--- src/rtl/vga_pkg.sv ---
// vga_pkg: shared VGA mode constants, derived-timing helpers and colour-word type
package vga_pkg;
  localparam int VGA_640X480_H_SYNC = 96;
  localparam int VGA_640X480_H_BP = 48;
  localparam int VGA_640X480_H_ACTIVE = 640;
  localparam int VGA_640X480_H_FP = 16;
  localparam int VGA_640X480_V_SYNC = 2;
  localparam int VGA_640X480_V_BP = 33;
  localparam int VGA_640X480_V_ACTIVE = 480;
  localparam int VGA_640X480_V_FP = 10;
  localparam int VGA_800X600_H_SYNC = 128;
  localparam int VGA_800X600_H_BP = 88;
  localparam int VGA_800X600_H_ACTIVE = 800;
  localparam int VGA_800X600_H_FP = 40;
  localparam int VGA_800X600_V_SYNC = 4;
  localparam int VGA_800X600_V_BP = 23;
  localparam int VGA_800X600_V_ACTIVE = 600;
  localparam int VGA_800X600_V_FP = 1;
  localparam int VGA_CW = 4;
  typedef logic [3*VGA_CW-1:0] rgb_t;
  function automatic int timing_total(input int sync, input int bp, input int act, input int fp);
    return sync + bp + act + fp;
  endfunction
  function automatic int timing_start(input int sync, input int bp);
    return sync + bp;
  endfunction
endpackage

--- src/rtl/vga_delay_line.sv ---
// vga_delay_line: DEPTH-stage W-bit shift register with sync clear (vga_clk, clr, d -> q)
module vga_delay_line #(
  parameter int DEPTH = 1,
  parameter int W = 1
) (
  input  logic         vga_clk,
  input  logic         clr,
  input  logic [W-1:0] d,
  output logic [W-1:0] q
);
  logic [W-1:0] sr [DEPTH];
  always_ff @(posedge vga_clk) begin
    if (clr) begin
      for (int i = 0; i < DEPTH; i++) sr[i] <= '0;
    end else begin
      sr[0] <= d;
      for (int i = 1; i < DEPTH; i++) sr[i] <= sr[i-1];
    end
  end
  assign q = sr[DEPTH-1];
endmodule

--- src/rtl/vgac_param.sv ---
// vgac_param: parametrised VGA timing with RAM addressing (row/col_addr, rdn), latency-aligned rgb/hs/vs/de/sof/eol and frame_cnt
module vgac_param import vga_pkg::*; #(
  parameter int H_SYNC = VGA_640X480_H_SYNC,
  parameter int H_BP = VGA_640X480_H_BP,
  parameter int H_ACTIVE = VGA_640X480_H_ACTIVE,
  parameter int H_FP = VGA_640X480_H_FP,
  parameter int V_SYNC = VGA_640X480_V_SYNC,
  parameter int V_BP = VGA_640X480_V_BP,
  parameter int V_ACTIVE = VGA_640X480_V_ACTIVE,
  parameter int V_FP = VGA_640X480_V_FP,
  parameter bit HS_POL = 1'b0,
  parameter bit VS_POL = 1'b0,
  parameter int SCALE = 0,
  parameter int FETCH_LAT = 1,
  parameter int CW = VGA_CW,
  parameter logic [3*CW-1:0] BLANK_RGB = '0
) (
  input  logic                        vga_clk,
  input  logic                        clr,
  input  logic [3*CW-1:0]             d_in,
  output logic [$clog2(V_ACTIVE)-1:0] row_addr,
  output logic [$clog2(H_ACTIVE)-1:0] col_addr,
  output logic                        rdn,
  output logic [CW-1:0]               r,
  output logic [CW-1:0]               g,
  output logic [CW-1:0]               b,
  output logic                        hs,
  output logic                        vs,
  output logic                        de,
  output logic                        sof,
  output logic                        eol,
  output logic [15:0]                 frame_cnt
);
  localparam int H_TOTAL = timing_total(H_SYNC, H_BP, H_ACTIVE, H_FP);
  localparam int V_TOTAL = timing_total(V_SYNC, V_BP, V_ACTIVE, V_FP);
  localparam int H_START = timing_start(H_SYNC, H_BP);
  localparam int V_START = timing_start(V_SYNC, V_BP);
  localparam int HW = $clog2(H_TOTAL);
  localparam int VW = $clog2(V_TOTAL);
  localparam int CAW = $clog2(H_ACTIVE);
  localparam int RAW = $clog2(V_ACTIVE);
  if (FETCH_LAT < 1 || FETCH_LAT > 4) begin : g_lat_chk
    $error("vgac_param: FETCH_LAT must be 1..4");
  end
  if (H_SYNC < 1 || H_BP < 1 || H_FP < 1 || V_SYNC < 1 || V_BP < 1 || V_FP < 1) begin : g_porch_chk
    $error("vgac_param: sync and porch widths must be non-zero");
  end
  logic [HW-1:0] h_count, h_off;
  logic [VW-1:0] v_count, v_off;
  logic h_end, v_end, act;
  logic [4:0] ctrl, s1_ctrl, dl_ctrl;
  always_comb begin
    h_end = h_count == HW'(H_TOTAL - 1);
    v_end = v_count == VW'(V_TOTAL - 1);
    act = h_count >= HW'(H_START) && h_count < HW'(H_START + H_ACTIVE)
       && v_count >= VW'(V_START) && v_count < VW'(V_START + V_ACTIVE);
    h_off = h_count - HW'(H_START);
    v_off = v_count - VW'(V_START);
    ctrl = {act, h_count < HW'(H_SYNC), v_count < VW'(V_SYNC),
            act && h_count == HW'(H_START) && v_count == VW'(V_START),
            act && h_count == HW'(H_START + H_ACTIVE - 1)};
  end
  always_ff @(posedge vga_clk) begin
    if (clr) begin
      h_count <= '0;
      v_count <= '0;
      frame_cnt <= '0;
    end else begin
      h_count <= h_end ? '0 : h_count + 1'b1;
      if (h_end) v_count <= v_end ? '0 : v_count + 1'b1;
      if (h_end && v_end) frame_cnt <= frame_cnt + 1'b1;
    end
  end
  always_ff @(posedge vga_clk) begin
    if (clr) begin
      rdn <= 1'b1;
      col_addr <= '0;
      row_addr <= '0;
      s1_ctrl <= '0;
    end else begin
      rdn <= ~act;
      col_addr <= act ? CAW'(h_off >> SCALE) : '0;
      row_addr <= act ? RAW'(v_off >> SCALE) : '0;
      s1_ctrl <= ctrl;
    end
  end
  vga_delay_line #(.DEPTH(FETCH_LAT), .W(5)) u_dly (
    .vga_clk(vga_clk),
    .clr(clr),
    .d(s1_ctrl),
    .q(dl_ctrl)
  );
  always_ff @(posedge vga_clk) begin
    if (clr) begin
      de <= 1'b0;
      sof <= 1'b0;
      eol <= 1'b0;
      {b, g, r} <= BLANK_RGB;
      hs <= ~HS_POL;
      vs <= ~VS_POL;
    end else begin
      de <= dl_ctrl[4];
      sof <= dl_ctrl[1];
      eol <= dl_ctrl[0];
      {b, g, r} <= dl_ctrl[4] ? d_in : BLANK_RGB;
      hs <= dl_ctrl[3] ? HS_POL : ~HS_POL;
      vs <= dl_ctrl[2] ? VS_POL : ~VS_POL;
    end
  end
endmodule
--- config.mk ---
export PLATFORM = sky130hd
export DESIGN_NAME = vgac_param
export DESIGN_NICKNAME = d
export VERILOG_FILES = /design/src/rtl/vga_pkg.sv /design/src/rtl/vga_delay_line.sv /design/src/rtl/vgac_param.sv
export SDC_FILE = /design/constraint.sdc
export NUM_CORES = 1
export LEC_CHECK = 0
export CAP_MARGIN = 20
export CORE_MARGIN = 2
export CORE_UTILIZATION = 30
export CTS_BUF_LIST = sky130_fd_sc_hd__clkbuf_4 sky130_fd_sc_hd__clkbuf_8 sky130_fd_sc_hd__clkbuf_16
export CTS_CLUSTER_DIAMETER = 150
export DETAILED_ROUTE_END_ITERATION = 10
export PLACE_DENSITY_LB_ADDON = 0.08
export SYNTH_ARGS = -nofsm -noshare
export SYNTH_HDL_FRONTEND = slang
export SYNTH_SLANG_ARGS = --single-unit
--- constraint.sdc ---
create_clock -name vga_clk -period 2.69 [get_ports vga_clk]
set_clock_uncertainty 0.2 [all_clocks]
set_input_delay 0.4035 -clock vga_clk [delete_from_list [all_inputs] [get_ports vga_clk]]
set_output_delay 0.4035 -clock vga_clk [all_outputs]
set_load 0.1 [all_outputs]
## Word-level counts from Yosys, hierarchy flattened

Memory sizes are Yosys's and may differ from the RTL's.
Index checks and enable logic that the tools add are counted.
Widths: inputs -> output; s select.

| operators by class | value |
|---|---|
| eq/ne operators | 5 |
| muxes and demuxes | 8 |
| $lt $le $gt $ge | 6 |
| reductions and logical operators | 11 |
| bitwise logic cells | 2 |
| $add $sub $neg | 5 |

Operator list:

| operator | number |
|---|---|
| $eq 10x10->1 const B | 3 |
| $add 10x1->10 const B | 2 |
| $lt 10x10->1 const B | 2 |
| $add 16x1->16 const B | 1 |
| $eq 10x6->1 const B | 1 |
| $eq 10x8->1 const B | 1 |
| $ge 10x6->1 const B | 1 |
| $ge 10x8->1 const B | 1 |
| $lt 10x2->1 const B | 1 |
| $lt 10x7->1 const B | 1 |
| $mux 10 | 1 |
| $sub 10x8->10 const B | 1 |
| $sub 9x6->9 const B | 1 |
| $logic_and 1x1->1 | 7 |
| $mux 1 | 6 |
| $reduce_or 2->1 | 3 |
| $mux 5 | 1 |
| $reduce_or 5->1 | 1 |
| $not 1->1 | 2 |

| storage, ports and cells | value |
|---|---|
| word-level logic and storage cells | 53 |
| flip-flop bits (word level) | 78 |
| memory bits (writable) | 5 |
| memories | 1 |

Memory list:

| name | depth | width | rd ports | clocked after memory_dff | wr ports | RTL line | source |
|---|---|---|---|---|---|---|---|
| u_dly.sr | 1 | 5 | 1 | 0 | 1 | vga_delay_line.sv:11 | `logic [W-1:0] sr [DEPTH];` |

## Logic depth before layout (Yosys ltp)

| depth | value |
|---|---|
| depth in word-level cells | 6 |
| depth in mapped cells | 8 |

## Modules after synthesis

A second synthesis with hierarchy kept.

| unflattened totals | value |
|---|---|
| cells, all modules | 365 |
| area, all modules | 3395.8 um^2 |

Modules (own cells, without submodules):

| module | seq. area each (um^2) | cells each | instances | area each (um^2) |
|---|---|---|---|---|
| vgac_param | 1561.5 | 355 | 1 | 3264.4 |
| vga_delay_line | 100.1 | 10 | 1 | 131.4 |

## Worst setup path after synthesis

OpenSTA, ideal clock, no wires.

| timing | value |
|---|---|
| path type | register to register |
| start point | register frame_cnt[0] |
| end point | register frame_cnt[8] |
| setup slack | 0.243 ns |
| setup time | 0.070 ns |
| cell stages (with the launch flop) | 6 |
| buffers on the path | 0 |
| arrival time | 2.176 ns |
| path through | dfxtp_1 ha_1 and2_1 nand4_1 or4_1 a21oi_1 |

| between the ends | value |
|---|---|
| cells in the longest elaborated chain, start to end | 1 |

RTL lines:

| what | RTL line | source |
|---|---|---|
| start, declared | vgac_param.sv:32 | `output logic [15:0] frame_cnt` |
| start signal, assigned | vgac_param.sv:71 | `if (h_end && v_end) frame_cnt <= frame_cnt + 1'b1;` |
| $add 16x1->16 | vgac_param.sv:71 |  |

No other way between the ends.
A chain may end at the register's enable or synchronous reset.

## Worst setup path in the final report

| timing | value |
|---|---|
| start point | register h_count[4] |
| end point | register frame_cnt[12] |

| between the ends | value |
|---|---|
| cells in the longest elaborated chain, start to end | 2 |

RTL lines:

| what | RTL line | source |
|---|---|---|
| start, declared | vgac_param.sv:48 | `logic [HW-1:0] h_count, h_off;` |
| start signal, assigned | vgac_param.sv:69 | `h_count <= h_end ? '0 : h_count + 1'b1;` |
| $eq 10x10->1 | vgac_param.sv:53 | `h_end = h_count == HW'(H_TOTAL - 1);` |
| $logic_and 1x1->1 | vgac_param.sv:71 |  |

No other way between the ends.

==> impl_metrics.env <==
export IMPL_ys_seq_area_frac=0.492
export IMPL_coreArea_mm2=0.0109
export IMPL_netlist_area_mm2=0.00338
export IMPL_required_ns=2.76
export IMPL_post_dp_hpwl_mm=5.68
export IMPL_status="completed"
export IMPL_synth_enable_flop_cells=0
export IMPL_worst_pin_slew_ns=0.636
export IMPL_yosysWarnings=0
export IMPL_numCtsBuffers=9
export IMPL_period_share=0.853
export IMPL_start_kind="flip-flop"
export IMPL_yosys_area_top_type_share=0.492
export IMPL_power_uw=2540
export IMPL_drtIter0Drc=92
export IMPL_slew_violations=0
export IMPL_hold_slack_ns=0.182
export IMPL_post_synth_cell_area_avg_um2=9.41
export IMPL_post_cts_resized=0
export IMPL_min_period_ns=2.30
export IMPL_dieArea_mm2=0.0121
export IMPL_fin_setup_tns_ns=0
export IMPL_worst_slack_ns=0.394
export IMPL_die_y_um=110
export IMPL_firstDrtPassIters=4
export IMPL_insertion_delay_ns=0.34
export IMPL_final_nets=444
export IMPL_ys_ff_latch=83
export IMPL_cts_hold_buf=0
export IMPL_ir_drop_v=0.000359
export IMPL_start_util=0.309
export IMPL_wl_mm=8.10
export IMPL_synth_most_common_cell="dfxtp_1"
export IMPL_path_cells="ha_1, and4bb_2, nand4_1, or4_1, a21oi_1"
export IMPL_vias=2768
export IMPL_grt_pass1_wl_mm=13.3
export IMPL_cellLeakagePower_uw=0.00167
export IMPL_drtAntennaViolNets=0
export IMPL_cp_data_arrival_time_ns=2.36
export IMPL_port_buffers=66
export IMPL_fillers=1111
export IMPL_h_tree_depth=3
export IMPL_cts_setup_buffers=0
export IMPL_synth_flop_cell="dfxtp_1"
export IMPL_grt_use_total=0.143
export IMPL_critical_path_class="flip-flop to flip-flop"
export IMPL_fin_cells=567
export IMPL_clock_path_buffers=2
export IMPL_route_detailed_drc=0
export IMPL_finalHoldViolations=0
export IMPL_finalSetupViolCount=0
export IMPL_path_depth=5
export IMPL_power_density_mw_per_mm2=585
export IMPL_drive_gt1_frac=0.204
export IMPL_io_pins=67
export IMPL_grt_overflow=0
export IMPL_regArea_mm2=0.00166
export IMPL_dp_cells=551
export IMPL_critPathSlowestCell="or4_1"
export IMPL_crit_buf_inv=0
export IMPL_synth_net_count=381
export IMPL_clkSlewWorstSetupHoldPaths_ns=0.06
export IMPL_synthCells=359
export IMPL_cp_max_fo=8
export IMPL_synth_cell_types=40
export IMPL_ctsRootBufferMaster="clkbuf_16"
export IMPL_routedWlPerCell_um=14.3
export IMPL_via_per_inst=4.88
export IMPL_synthTopCellsByArea="dfxtp_1 49%, a21oi_1 4.3%, xnor2_1 3.9%"
export IMPL_worst_path_dominant_cell_family="simple AND/OR/NAND/NOR gates"
export IMPL_areaGrowthSynthToFinish_pct=28.4
export IMPL_multi_input_area_mm2=0.00156
export IMPL_grt_pass1_vias=2642
export IMPL_clkSinkCount=83
export IMPL_grt_max_degree=24
export IMPL_antenna_found_initial=0
export IMPL_die_x_um=110
export IMPL_hp_class="flip-flop to flip-flop"
export IMPL_diodes=0
export IMPL_rsz0062_at_grt="no"
export IMPL_fmax_mhz=436
export IMPL_holdPathStages=1
export IMPL_ff2ff_path_depth=5
export IMPL_postSynth_asyncResetShare=0
export IMPL_cp_end_kind="flip-flop"
export IMPL_pre_cts_slack_ns=0.411
export IMPL_netlist_top_cells_count="83 x dfxtp_1, 29 x a21oi_1, 21 x nor2_1, 19 x nor3_1"
export IMPL_place_congestion=0.773
export IMPL_cts_tree="yes"
export IMPL_maxCapViolations=0
export IMPL_synth_top_area_cell="dfxtp_1"
export IMPL_slew_headroom=0.575
export IMPL_max_stage_delay_ns=0.49
export IMPL_rows=38
## cell usage in the layout, fill, tap and decap left out, types with 9 or more instances in the layout
master | synthesis | layout
a21oi_1 | 29 | 29
and2_1 | 14 | 14
buf_4 | 0 | 63
clkbuf_16 | 0 | 9
clkdlybuf4s50_1 | 0 | 13
dfxtp_1 | 83 | 83
inv_1 | 11 | 11
nand2_1 | 15 | 15
nand3_1 | 12 | 12
nand4_1 | 9 | 9
nor2_1 | 21 | 21
nor3_1 | 19 | 19
o21ai_0 | 11 | 11
o31ai_1 | 12 | 12
or3_1 | 10 | 10
or4_1 | 13 | 13
xnor2_1 | 15 | 15
## final timing paths
check	from	endpoint	slack, ns
setup / recovery	h_count[4]	frame_cnt[12]	0.39
hold / removal	u_dly.sr[0][2]	vs	0.18
setup reg to reg	h_count[4]	frame_cnt[12]	0.39
hold reg to reg	u_dly.sr[0][2]	vs	0.18
## state kept, by name, summed over array words and instances, names as in the netlist
signal     count
eol            1
col_addr      10
vs             1
hs             1
u_dly.sr       5
row_addr       9
sof            1
s1_ctrl        5
h_count       10
r              4
b              4
frame_cnt     16
v_count       10
de             1
g              4
rdn            1
## power by group
part           internal [uW]  switching [uW]  leakage [uW]
clock                    723             511      0.000138
sequential              1240            7.35      0.000671
combinational           29.1            31.0      0.000865
## cell type report
cell class | instances | share of cell area
timing repair buffer | 76 | 0.139
multi-input combinational | 241 | 0.359
sequential | 83 | 0.383
inverter | 11 | 0.00951
tap | 140 | 0.0404
clock buffer | 9 | 0.0519
clock inverter | 7 | 0.0173
## cell families after synthesis
kind of cell             Yosys count  synth area share
buffers and inverters             35            0.0470
adder cells (fa/ha/maj)            8            0.0296
XOR/XNOR                          20            0.0518
AO/OA/AOI/OAI                     58             0.103
AND/OR/NAND/NOR                  155             0.277
flip-flops                        83             0.492
## per-stage QoR
step | cell area (um^2) | utilization
after floorplan | 3380 | -
after global placement | 4040 | 0.369
after detailed placement | 4040 | 0.369
after CTS | 4340 | 0.397
after global routing | 4340 | 0.397
final | 4340 | 0.397
## metal layers
metal  up-vias  routed length [um]  track usage
met3         9                 477       0.0406
met5         -                   0            0
met4         0                 121       0.0536
li1       1396                   -            -
met2        61                3570        0.217
met1      1302                3930        0.191
No activity file was read; power rests on OpenSTA's default activity.
